$ cat config.mk
export PLATFORM = sky130hd
export DESIGN_NAME = dtcm_ctrl
export DESIGN_NICKNAME = d
export VERILOG_FILES = /design/src/rtl/tcm_pkg.sv /design/src/rtl/dtcm_rdata_ext.sv /design/src/rtl/dtcm_ctrl.sv
export SDC_FILE = /design/constraint.sdc
export NUM_CORES = 1
export LEC_CHECK = 0
export BUFFER_PORTS_ARGS = -buffer_cell sky130_fd_sc_hd__buf_2
export CAP_MARGIN = 20
export CORE_MARGIN = 5
export CORE_UTILIZATION = 44
export CTS_CLUSTER_DIAMETER = 40
export DETAILED_ROUTE_END_ITERATION = 10
export PLACE_DENSITY = 0.82
export SLEW_MARGIN = 15
export SYNTH_ARGS = -nofsm -noshare
export SYNTH_HDL_FRONTEND = slang
export SYNTH_SLANG_ARGS = --single-unit
$ cat constraint.sdc
create_clock -name clk -period 2.35 [get_ports clk]
set_input_delay 0.47 -clock clk [delete_from_list [all_inputs] [get_ports clk]]
set_output_delay 0.47 -clock clk [all_outputs]
set_load 0.01 [all_outputs]
$ cat src/rtl/tcm_pkg.sv
// Shared TCM definitions: access-size encodings, controller state encoding and
// the alignment check shared by the data and instruction TCM paths.
package tcm_pkg;

    localparam logic [1:0] SZ_B = 2'b00;
    localparam logic [1:0] SZ_H = 2'b01;
    localparam logic [1:0] SZ_W = 2'b10;

    typedef enum logic [1:0] {
        ST_IDLE = 2'd0,
        ST_RD   = 2'd1,
        ST_RSP  = 2'd2
    } state_t;

    // True when the access cannot be served: misaligned half/word or illegal size.
    function automatic logic access_err(input logic [1:0] size, input logic [1:0] off);
        case (size)
            SZ_B:    access_err = 1'b0;
            SZ_H:    access_err = off[0];
            SZ_W:    access_err = |off;
            default: access_err = 1'b1;
        endcase
    endfunction

endpackage

$ cat src/rtl/dtcm_rdata_ext.sv
// Load data alignment: selects the addressed lane of an SRAM word and
// sign- or zero-extends it to the full data width.
module dtcm_rdata_ext
    import tcm_pkg::*;
#(
    parameter int DW = 32
) (
    input  logic [DW-1:0] dout,
    input  logic [1:0]    off,
    input  logic [1:0]    size,
    input  logic          uns,
    output logic [DW-1:0] rdata
);

    logic [DW-1:0]        lane;
    logic signed [DW-1:0] byte_sext;
    logic signed [DW-1:0] half_sext;

    assign lane      = dout >> {off, 3'b000};
    assign byte_sext = DW'($signed(lane[7:0]));
    assign half_sext = DW'($signed(lane[15:0]));

    always_comb begin
        rdata = lane;
        case (size)
            SZ_B:    rdata = uns ? {{(DW-8){1'b0}}, lane[7:0]}   : byte_sext;
            SZ_H:    rdata = uns ? {{(DW-16){1'b0}}, lane[15:0]} : half_sext;
            default: rdata = lane;
        endcase
    end

endmodule

$ cat src/rtl/dtcm_ctrl.sv
// Data TCM request controller: one load/store at a time, drives the single-port
// SRAM and returns an aligned load result, a store acknowledge or an error.
module dtcm_ctrl
    import tcm_pkg::*;
#(
    parameter int DW     = 32,
    parameter int MW     = DW / 8,
    parameter int AW     = 32,
    parameter int RAM_AW = 9
) (
    input  logic              clk,
    input  logic              rst,
    input  logic              req_valid,
    output logic              req_ready,
    input  logic [AW-1:0]     req_addr,
    input  logic              req_wen,
    input  logic [1:0]        req_size,
    input  logic              req_unsigned,
    input  logic [DW-1:0]     req_wdata,
    output logic              rsp_valid,
    input  logic              rsp_ready,
    output logic [DW-1:0]     rsp_rdata,
    output logic              rsp_err,
    output logic [RAM_AW-1:0] ram_addr,
    output logic [DW-1:0]     ram_din,
    output logic              ram_we,
    output logic [MW-1:0]     ram_wem,
    input  logic [DW-1:0]     ram_dout
);

    function automatic logic [MW-1:0] store_mask(input logic [1:0] size, input logic [1:0] off);
        case (size)
            SZ_B:    store_mask = MW'(1) << off;
            SZ_H:    store_mask = MW'(3) << off;
            default: store_mask = '1;
        endcase
    endfunction

    function automatic logic [DW-1:0] store_data(input logic [1:0] size, input logic [DW-1:0] wdata);
        case (size)
            SZ_B:    store_data = {(DW/8){wdata[7:0]}};
            SZ_H:    store_data = {(DW/16){wdata[15:0]}};
            default: store_data = wdata;
        endcase
    endfunction

    state_t              state;
    state_t              state_nxt;
    logic                accept;
    logic                req_err;
    logic [RAM_AW-1:0]   addr_q;
    logic [1:0]          off_q;
    logic [1:0]          size_q;
    logic                uns_q;
    logic [DW-1:0]       rdata_q;
    logic                err_q;
    logic [DW-1:0]       ext_rdata;
    logic                unused_addr;

    // Address bits above the TCM window are ignored.
    assign unused_addr = ^req_addr[AW-1:RAM_AW+2];

    assign req_ready = (state == ST_IDLE) && !rst;
    assign accept    = req_valid && req_ready;
    assign req_err   = access_err(req_size, req_addr[1:0]);
    assign rsp_valid = (state == ST_RSP);
    assign rsp_rdata = rdata_q;
    assign rsp_err   = err_q;

    dtcm_rdata_ext #(
        .DW(DW)
    ) u_rdata_ext (
        .dout  (ram_dout),
        .off   (off_q),
        .size  (size_q),
        .uns   (uns_q),
        .rdata (ext_rdata)
    );

    always_ff @(posedge clk or posedge rst) begin
        if (rst) begin
            state <= ST_IDLE;
        end else begin
            state <= state_nxt;
        end
    end

    always_comb begin
        state_nxt = state;
        ram_addr  = addr_q;
        ram_we    = 1'b0;
        ram_wem   = '0;
        ram_din   = store_data(req_size, req_wdata);
        case (state)
            ST_IDLE: begin
                ram_addr = req_addr[RAM_AW+1:2];
                if (accept) begin
                    if (req_err) begin
                        state_nxt = ST_RSP;
                    end else if (req_wen) begin
                        ram_we    = 1'b1;
                        ram_wem   = store_mask(req_size, req_addr[1:0]);
                        state_nxt = ST_RSP;
                    end else begin
                        state_nxt = ST_RD;
                    end
                end
            end
            ST_RD:   state_nxt = ST_RSP;
            ST_RSP:  if (rsp_ready) state_nxt = ST_IDLE;
            default: state_nxt = ST_IDLE;
        endcase
    end

    // Request capture on accept; load result captured one cycle later in RD.
    always_ff @(posedge clk or posedge rst) begin
        if (rst) begin
            addr_q  <= '0;
            off_q   <= '0;
            size_q  <= SZ_B;
            uns_q   <= 1'b0;
            rdata_q <= '0;
            err_q   <= 1'b0;
        end else if (accept) begin
            addr_q  <= req_addr[RAM_AW+1:2];
            off_q   <= req_addr[1:0];
            size_q  <= req_size;
            uns_q   <= req_unsigned;
            rdata_q <= '0;
            err_q   <= req_err;
        end else if (state == ST_RD) begin
            rdata_q <= ext_rdata;
        end
    end

endmodule

Word level (Yosys, flattened, before mapping)
Index checks and enable logic that the tools add are counted.

Register bits after elaboration: 49. Bits of input ports: 104. Output and inout bits: 81.

Eq/ne operators: 7. Shift-type cells: 3. Muxes and demuxes: 22. Reductions and logical operators: 9.

Operator list (number): $mux 32 (4); $pmux 32 s2 (2); $shr 32x5->32 (1); $mux 4 (4); $mux 9 (1); $mux 2 (4); $pmux 4 s2 (1); $eq 2x1->1 const B (3); $logic_not 2->1 (3); $pmux 2 s3 (1); $eq 2x2->1 const B (2); $mux 1 (4); $shl 1x2->4 const A (1); $shl 2x2->4 const A (1); $pmux 1 s3 (1); $logic_and 1x1->1 (2); $ne 2x1->1 const B (1); $ne 2x2->1 const B (1); $reduce_and 2->1 (1); $reduce_bool 2->1 (1); $reduce_or 2->1 (1); $logic_not 1->1 (1).

Logic depth before layout (Yosys ltp)
Gate-level depths: netlist of run 1.

Word-level depth: 6. Gate-level depth with buffers: 6.

By module
From an unflattened synthesis of run 1, not the netlist that was laid out.

Cells, all modules: 366. Area, all modules: 3339.5 sq um.

Modules (own cells, without submodules): dtcm_ctrl (times used 1, cells each 263, area each 2571.2 sq um); dtcm_rdata_ext (times used 1, cells each 103, area each 768.2 sq um).

Worst setup path after synthesis of run 1
OpenSTA, ideal clock, no wires.

Kind: register to output. From: register state[0]. To: output ram_wem[0]. Arrival time: 1.581 ns. Data required time: 1.880 ns. Slack: 0.299 ns. Stages on the path, launching flop included: 6. Path through: dfrtp_1 > nor2_2 > and2_1 > buf_4 > nand2_1 > a2111oi_2.

Longest elaborated chain between the ends: 5.

RTL lines: start: declaration (RTL line dtcm_ctrl.sv:47) `state_t state;`; start signal: assignment (RTL line dtcm_ctrl.sv:84) `state <= state_nxt;`; $logic_not 2->1 (*) (RTL line dtcm_ctrl.sv:63, dtcm_ctrl.sv:94); $logic_and 1x1->1 (RTL line dtcm_ctrl.sv:63) `assign req_ready = (state == ST_IDLE) && !rst;`; $logic_and 1x1->1 (RTL line dtcm_ctrl.sv:64) `assign accept = req_valid && req_ready;`; $mux 4 (RTL line dtcm_ctrl.sv:97) `if (accept) begin`; $mux 4 (*) (RTL line dtcm_ctrl.sv:94) `case (state)`; end: declaration (RTL line dtcm_ctrl.sv:27) `output logic [MW-1:0] ram_wem,`.

Every way passes the cells marked *; elsewhere a longest branch is shown, timed or not.

Final worst setup path of run 1
Ends and elaborated chain as after synthesis.

==> results of run 1 <==
==> stage by stage <==
stage | util [%] | cell area (sq um) | worst slack [ps] | cells | hold WS [ps]
2_1_floorplan | - | 3120 | 299 | 302 | 477
3_3_place_gp | 58.1 | 3970 | 330 | 540 | 462
3_5_place_dp | 58.1 | 3970 | 330 | 540 | 466
4_1_cts | 59.3 | 4050 | 170 | 548 | 204
5_1_grt | 59.3 | 4050 | 57.9 | 548 | 225
6_report | 59.3 | 4050 | 195 | 548 | 192
==> path summary, 6_finish.rpt <==
check | depth (start not counted) | start | endpoint | slack (ps)
worst min register to register | 2 | rsp_rdata[12] | rsp_rdata[12] | 490
max in group asynchronous | 3 | rst | rsp_rdata[15] | 1650
min in group clk | 2 | req_wen | state[0] | 340
worst max-delay path | 5 | state[0] | ram_wem[0] | 190
worst min-delay path | 2 | rst | rsp_rdata[18] | 190
worst max register to register | 4 | state[1] | rsp_rdata[18] | 440
==> flip-flops by register name, indices dropped and copies added, names as in the netlist <==
name,flops
rsp_rdata,32
addr_q,9
off_q,2
size_q,2
state,2
rsp_err,1
uns_q,1
==> layout make-up <==
| type | count | area (sq um) | area share (%) |
|---|---|---|---|
| clock inverters | 2 | 10.0 | 0.247 |
| flip-flops and latches | 49 | 1230 | 30.3 |
| clock buffers | 6 | 72.6 | 1.79 |
| inverters | 4 | 15.0 | 0.371 |
| multi-input cells | 216 | 1690 | 41.7 |
| well taps | 96 | 120 | 2.97 |
| repair buffers | 175 | 918 | 22.7 |
==> per-layer routing <==
metal  GRT usage, %  vias up
met2           34.2      133
met5              0        -
met3           3.93       13
li1               -     1393
met1           24.2     1415
met4           3.97        0
==> critical path, stage by stage, from the launching register on <==
cell and delay, ps:
dfrtp_1 480, nor2_2 130, and2_1 150, nand2_1 150
a2111oi_2 290, buf_2 190
==> Yosys cell counts (all sizes together) <==
cell / number
a2111oi: 1
a21oi: 15
a221o: 16
a31oi: 3
a32o: 1
and2: 1
and4b: 1
buf: 23
clkbuf: 10
dfrtp: 49
inv: 4
mux2: 47
mux2i: 23
mux4: 1
nand2: 26
nand2b: 1
nand3: 1
nand3b: 9
nor2: 13
nor2b: 3
nor3: 3
nor3b: 5
o21a: 2
o21ai: 37
o22a: 1
or2: 2
or3: 3
xor2: 1
==> power groups by stage <==
stage               Combinational (mW)  Clock (mW)  Sequential (mW)
global route                      1.15       0.526             1.09
CTS                               1.05       0.503             1.07
floorplan                        0.688           0             1.09
global placement                  1.02           0             1.08
finish                            1.05       0.486             1.07
detailed placement                1.05           0             1.09
==> cells by family after synthesis <==
logic type | after synthesis
compound gates | 76
xor+xnor | 1
buf+inv | 37
flops | 49
mux | 71
simple gates | 68
==> impl_metrics.tcl, run 1 <==
set metrics [dict create \
    outcome "finished, final reports clean" \
    synth.largest_area_cell "dfrtp_1" \
    final_layout_size_suffix_gt1_share_pct 53.5 \
    critPathKind "reg -> out" \
    routabilityCongestion 0.812 \
    crit_required_ps 1880 \
    postCtsSetupRepairBufs 0 \
    worst_pin_slew_ps 569 \
    synth_warnings 0 \
    rows 30 \
    htreeDepth 2 \
    vias_per_cell 5.39 \
    power_frac_seq_pct 41.2 \
    seq_area_frac_synth_pct 39.3 \
    maxCapViolCount 0 \
    synth_fa_ha_area_share_pct 0 \
    fmax_mhz 464 \
    fin_crit_ps 2160 \
    grt_pass1_wl_microns 13800 \
    clk_pin_slew_ps 90 \
    rsz0062_at_grt "no" \
    core_area_sq_um 6830 \
    cp-end-kind "primary output" \
    p_leak_nw 2.07 \
    finish.net_count 555 \
    worstPathArrival_ps 1690 \
    detail-route-antenna-nets 0 \
    relSlewSlack_pct 62.0 \
    dr.pass1.iters 5 \
    grtUsageTotal_pct 19.3 \
    synth.area.top_cells "dfrtp_1 (39%), mux2_2 (17%), mux2i_1 (7.4%)" \
    muxShareOfSynthArea_pct 25.2 \
    ios 185 \
    synth_seq_cells 49 \
    hold_buffers 0 \
    peakVddDrop_mv 0.338 \
    p_int_mw 1.69 \
    antenna_cells 0 \
    p_comb_share_pct 40.2 \
    synth_fp_nets 406 \
    min_period_over_period_pct 91.7 \
    cts_buffers 5 \
    synth_compound_area_share_pct 16.6 \
    dieWidth_microns 94.2 \
    initial_core_util_pct 45.6 \
    fill_cells 607 \
    ctsLongestPathBuffers 2 \
    area_growth_pct 29.9 \
    clkPwrFrac_pct 18.7 \
    die_area_sq_um 8870 \
    layout_common_cells "buf_2 (163), dfrtp_1 (49), mux2_2 (46)" \
    power_switching_share_pct 35.0 \
    cts_tree "built" \
    drc_errors 0 \
    grt_max_degree 33 \
    highest_layer "met4" \
    setup_viol 0 \
    switchingPower_mw 0.911 \
    grt_pass1_vias 2922 \
    grt-ovfl-total 0 \
    syn_area_per_cell_sq_um 10.3 \
    slew_violations 0 \
    hold_viol 0 \
    layout_commonest_cell "buf_2" \
    place_hpwl_microns 6990 \
    yosys.area_share.simple_pct 11.9 \
    wl_met3_microns 688 \
    antenna_found_initial 0 \
    cts_sinks 49 \
    io_buffer_count 163 \
    wl_per_cell_microns 16.3 \
    wl_met1_microns 3620 \
    p_total_mw 2.60 \
    die_y_microns 94.2 \
    cp-start-kind "register" \
    path_max_fanout 7 \
    synth_area_sq_um 3120 \
    synth_xor_area_share_pct 0.281 \
    hold_class "in -> async" \
    drt_iter0_markers 132 \
    yosysUniqueCellTypes 38 \
    yosysTopAreaCellShare_pct 39.3 \
    wirelength_microns 8910 \
    clk_latency_ps 310 \
    clock_skew_ps 9.54 \
    synth_top_family_by_area "multiplexers" \
    ctsResizeCount 0 \
    vias 2954 \
    cts-root-buf "clkbuf_8" \
    dr_wl_met2_microns 4520 \
    powerDensity_nw_per_um2 643 \
    setup_tns_ps 0 \
    synthCells 302 \
]
Power figures use the tool's default switching activity.
==> run 2, diff against run 1 <==
- CAP_MARGIN: 20 -> not set
- CORE_MARGIN: 5 -> not set
==> run 2 against run 1 <==
Net effect: final cell count stayed put; global-route usage is 3.4 points higher; hold slack better by 86 ps; critical path type unchanged; critical endpoint unchanged; critical path depth stayed put; sequential share of layout area is 0.16 points lower; worst setup slack better by 18 ps.
==> impl_metrics.tcl, run 2 (synthesized netlist as in run 1, its figures left out) <==
set metrics [dict create \
    outcome "finished, final reports clean" \
    fin_crit_ps 2140 \
    grt.busiest_layer "met2" \
    path_max_fanout 7 \
    postCtsSetupRepairBufs 0 \
    clk_pin_slew_ps 90 \
    utilization_pct 59.6 \
    dieWidth_microns 86.2 \
    antenna_cells 0 \
    setup_viol 0 \
    fill_cells 623 \
    p_leak_nw 2.07 \
    grt_pass1_wl_microns 13300 \
    detail-route-antenna-nets 0 \
    dr.pass1.iters 5 \
    layout_commonest_cell "buf_2" \
    fmax_mhz 468 \
    cts_sinks 49 \
    ctsLongestPathBuffers 2 \
    die_area_sq_um 7430 \
    antenna_found_initial 0 \
    finish.net_count 555 \
    regArea_sq_um 1230 \
    drt_iter0_markers 111 \
    hold_class "in -> async" \
    peakVddDrop_mv 0.336 \
    r2r_slack_ps 480 \
    cp-end-kind "primary output" \
    vias_per_cell 5.37 \
    ctsResizeCount 0 \
    cts-root-buf "clkbuf_8" \
    setup_tns_ps 0 \
    grt-ovfl-total 0 \
    finish.instance_area_sq_um 4070 \
    worstPathArrival_ps 1670 \
    grtUsageMet2_pct 40.6 \
    cp-start-kind "register" \
    hold_viol 0 \
    min_period_over_period_pct 90.9 \
    layout_common_cells "buf_2 (163), dfrtp_1 (49), mux2_2 (46)" \
    p_total_mw 2.73 \
    io_buffer_count 163 \
    slew_violations 0 \
    cts_tree "built" \
    grtUsageTotal_pct 22.7 \
    reg2reg_from "state[1]" \
    initial_core_util_pct 45.6 \
    r2r_end "rsp_rdata[18]" \
    drc_errors 0 \
    core_area_sq_um 6830 \
    routabilityCongestion 0.849 \
    wl_per_cell_microns 15.4 \
    met3_usage_pct 5.24 \
    clk_latency_ps 290 \
    maxCapViolCount 0 \
    final_layout_size_suffix_gt1_share_pct 53.5 \
    critPathKind "reg -> out" \
    worst_pin_slew_ps 656 \
    r2r_cells 4 \
    htreeDepth 2 \
    place_hpwl_microns 6570 \
    relSlewSlack_pct 56.2 \
    wirelength_microns 8430 \
    ios 185 \
    clock_skew_ps 4.46 \
    multi_input_area_sq_um 1690 \
    rsz0062_at_grt "no" \
    hold-worst-slack_ps 278 \
    area_growth_pct 30.5 \
    die_y_microns 86.2 \
    grt_max_degree 33 \
    grt_use_met1_pct 27.6 \
    powerDensity_nw_per_um2 671 \
    hold_buffers 0 \
    vias 2943 \
    rows 30 \
    place_area_sq_um 3950 \
    largest_register_ffs 32 \
    crit_required_ps 1880 \
    grt_pass1_vias 2817 \
    cts_buffers 5 \
]
-- run 2: per-stage QoR --
step	setup WS (ps)	std cells
after floorplan	299	302
after global placement	335	540
after detailed placement	320	540
after CTS	177	548
after global routing	37.9	548
final	213	548
-- run 2: layout make-up --
type | instances | area share, %
clock buffers | 7 | 2.12
clock inverters | 1 | 0.738
inverters | 4 | 0.369
multi-input cells | 216 | 41.4
flip-flops and latches | 49 | 30.1
well taps | 96 | 2.95
repair buffers | 175 | 22.3
-- run 2: worst max-delay path by stage --
| stage | start | to | slack [ps] | depth (start not counted) |
|---|---|---|---|---|
| after CTS | state[0] | ram_wem[0] | 180 | 5 |
| final | state[0] | ram_wem[0] | 210 | 5 |
| after global routing | state[0] | ram_wem[0] | 40 | 5 |
| after detailed placement | rst | ram_wem[0] | 320 | 6 |
| after global placement | rst | ram_wem[0] | 340 | 6 |
| after floorplan | state[0] | ram_wem[0] | 300 | 5 |
-- run 2: report_power, final --
part           switching, mW  internal [mW]  leakage (nW)
registers             0.0985          0.976         0.645
clock network          0.272          0.347        0.0585
logic                  0.534          0.504          1.37
total                  0.905           1.83          2.07
-- run 2: layer usage --
metal	part of all wire, %	wire (microns)	up-vias
met5	0	0	-
met4	1.0	87	0
met3	7.6	640	6
met2	51	4340	138
met1	40	3360	1405
li1	-	-	1394
-- run 2: critical path, cell delays in order, from the launching register on --
cell       delay, ps
dfrtp_1          470
nor2_2           120
and2_1           150
nand2_1          140
a2111oi_2        300
buf_2            190
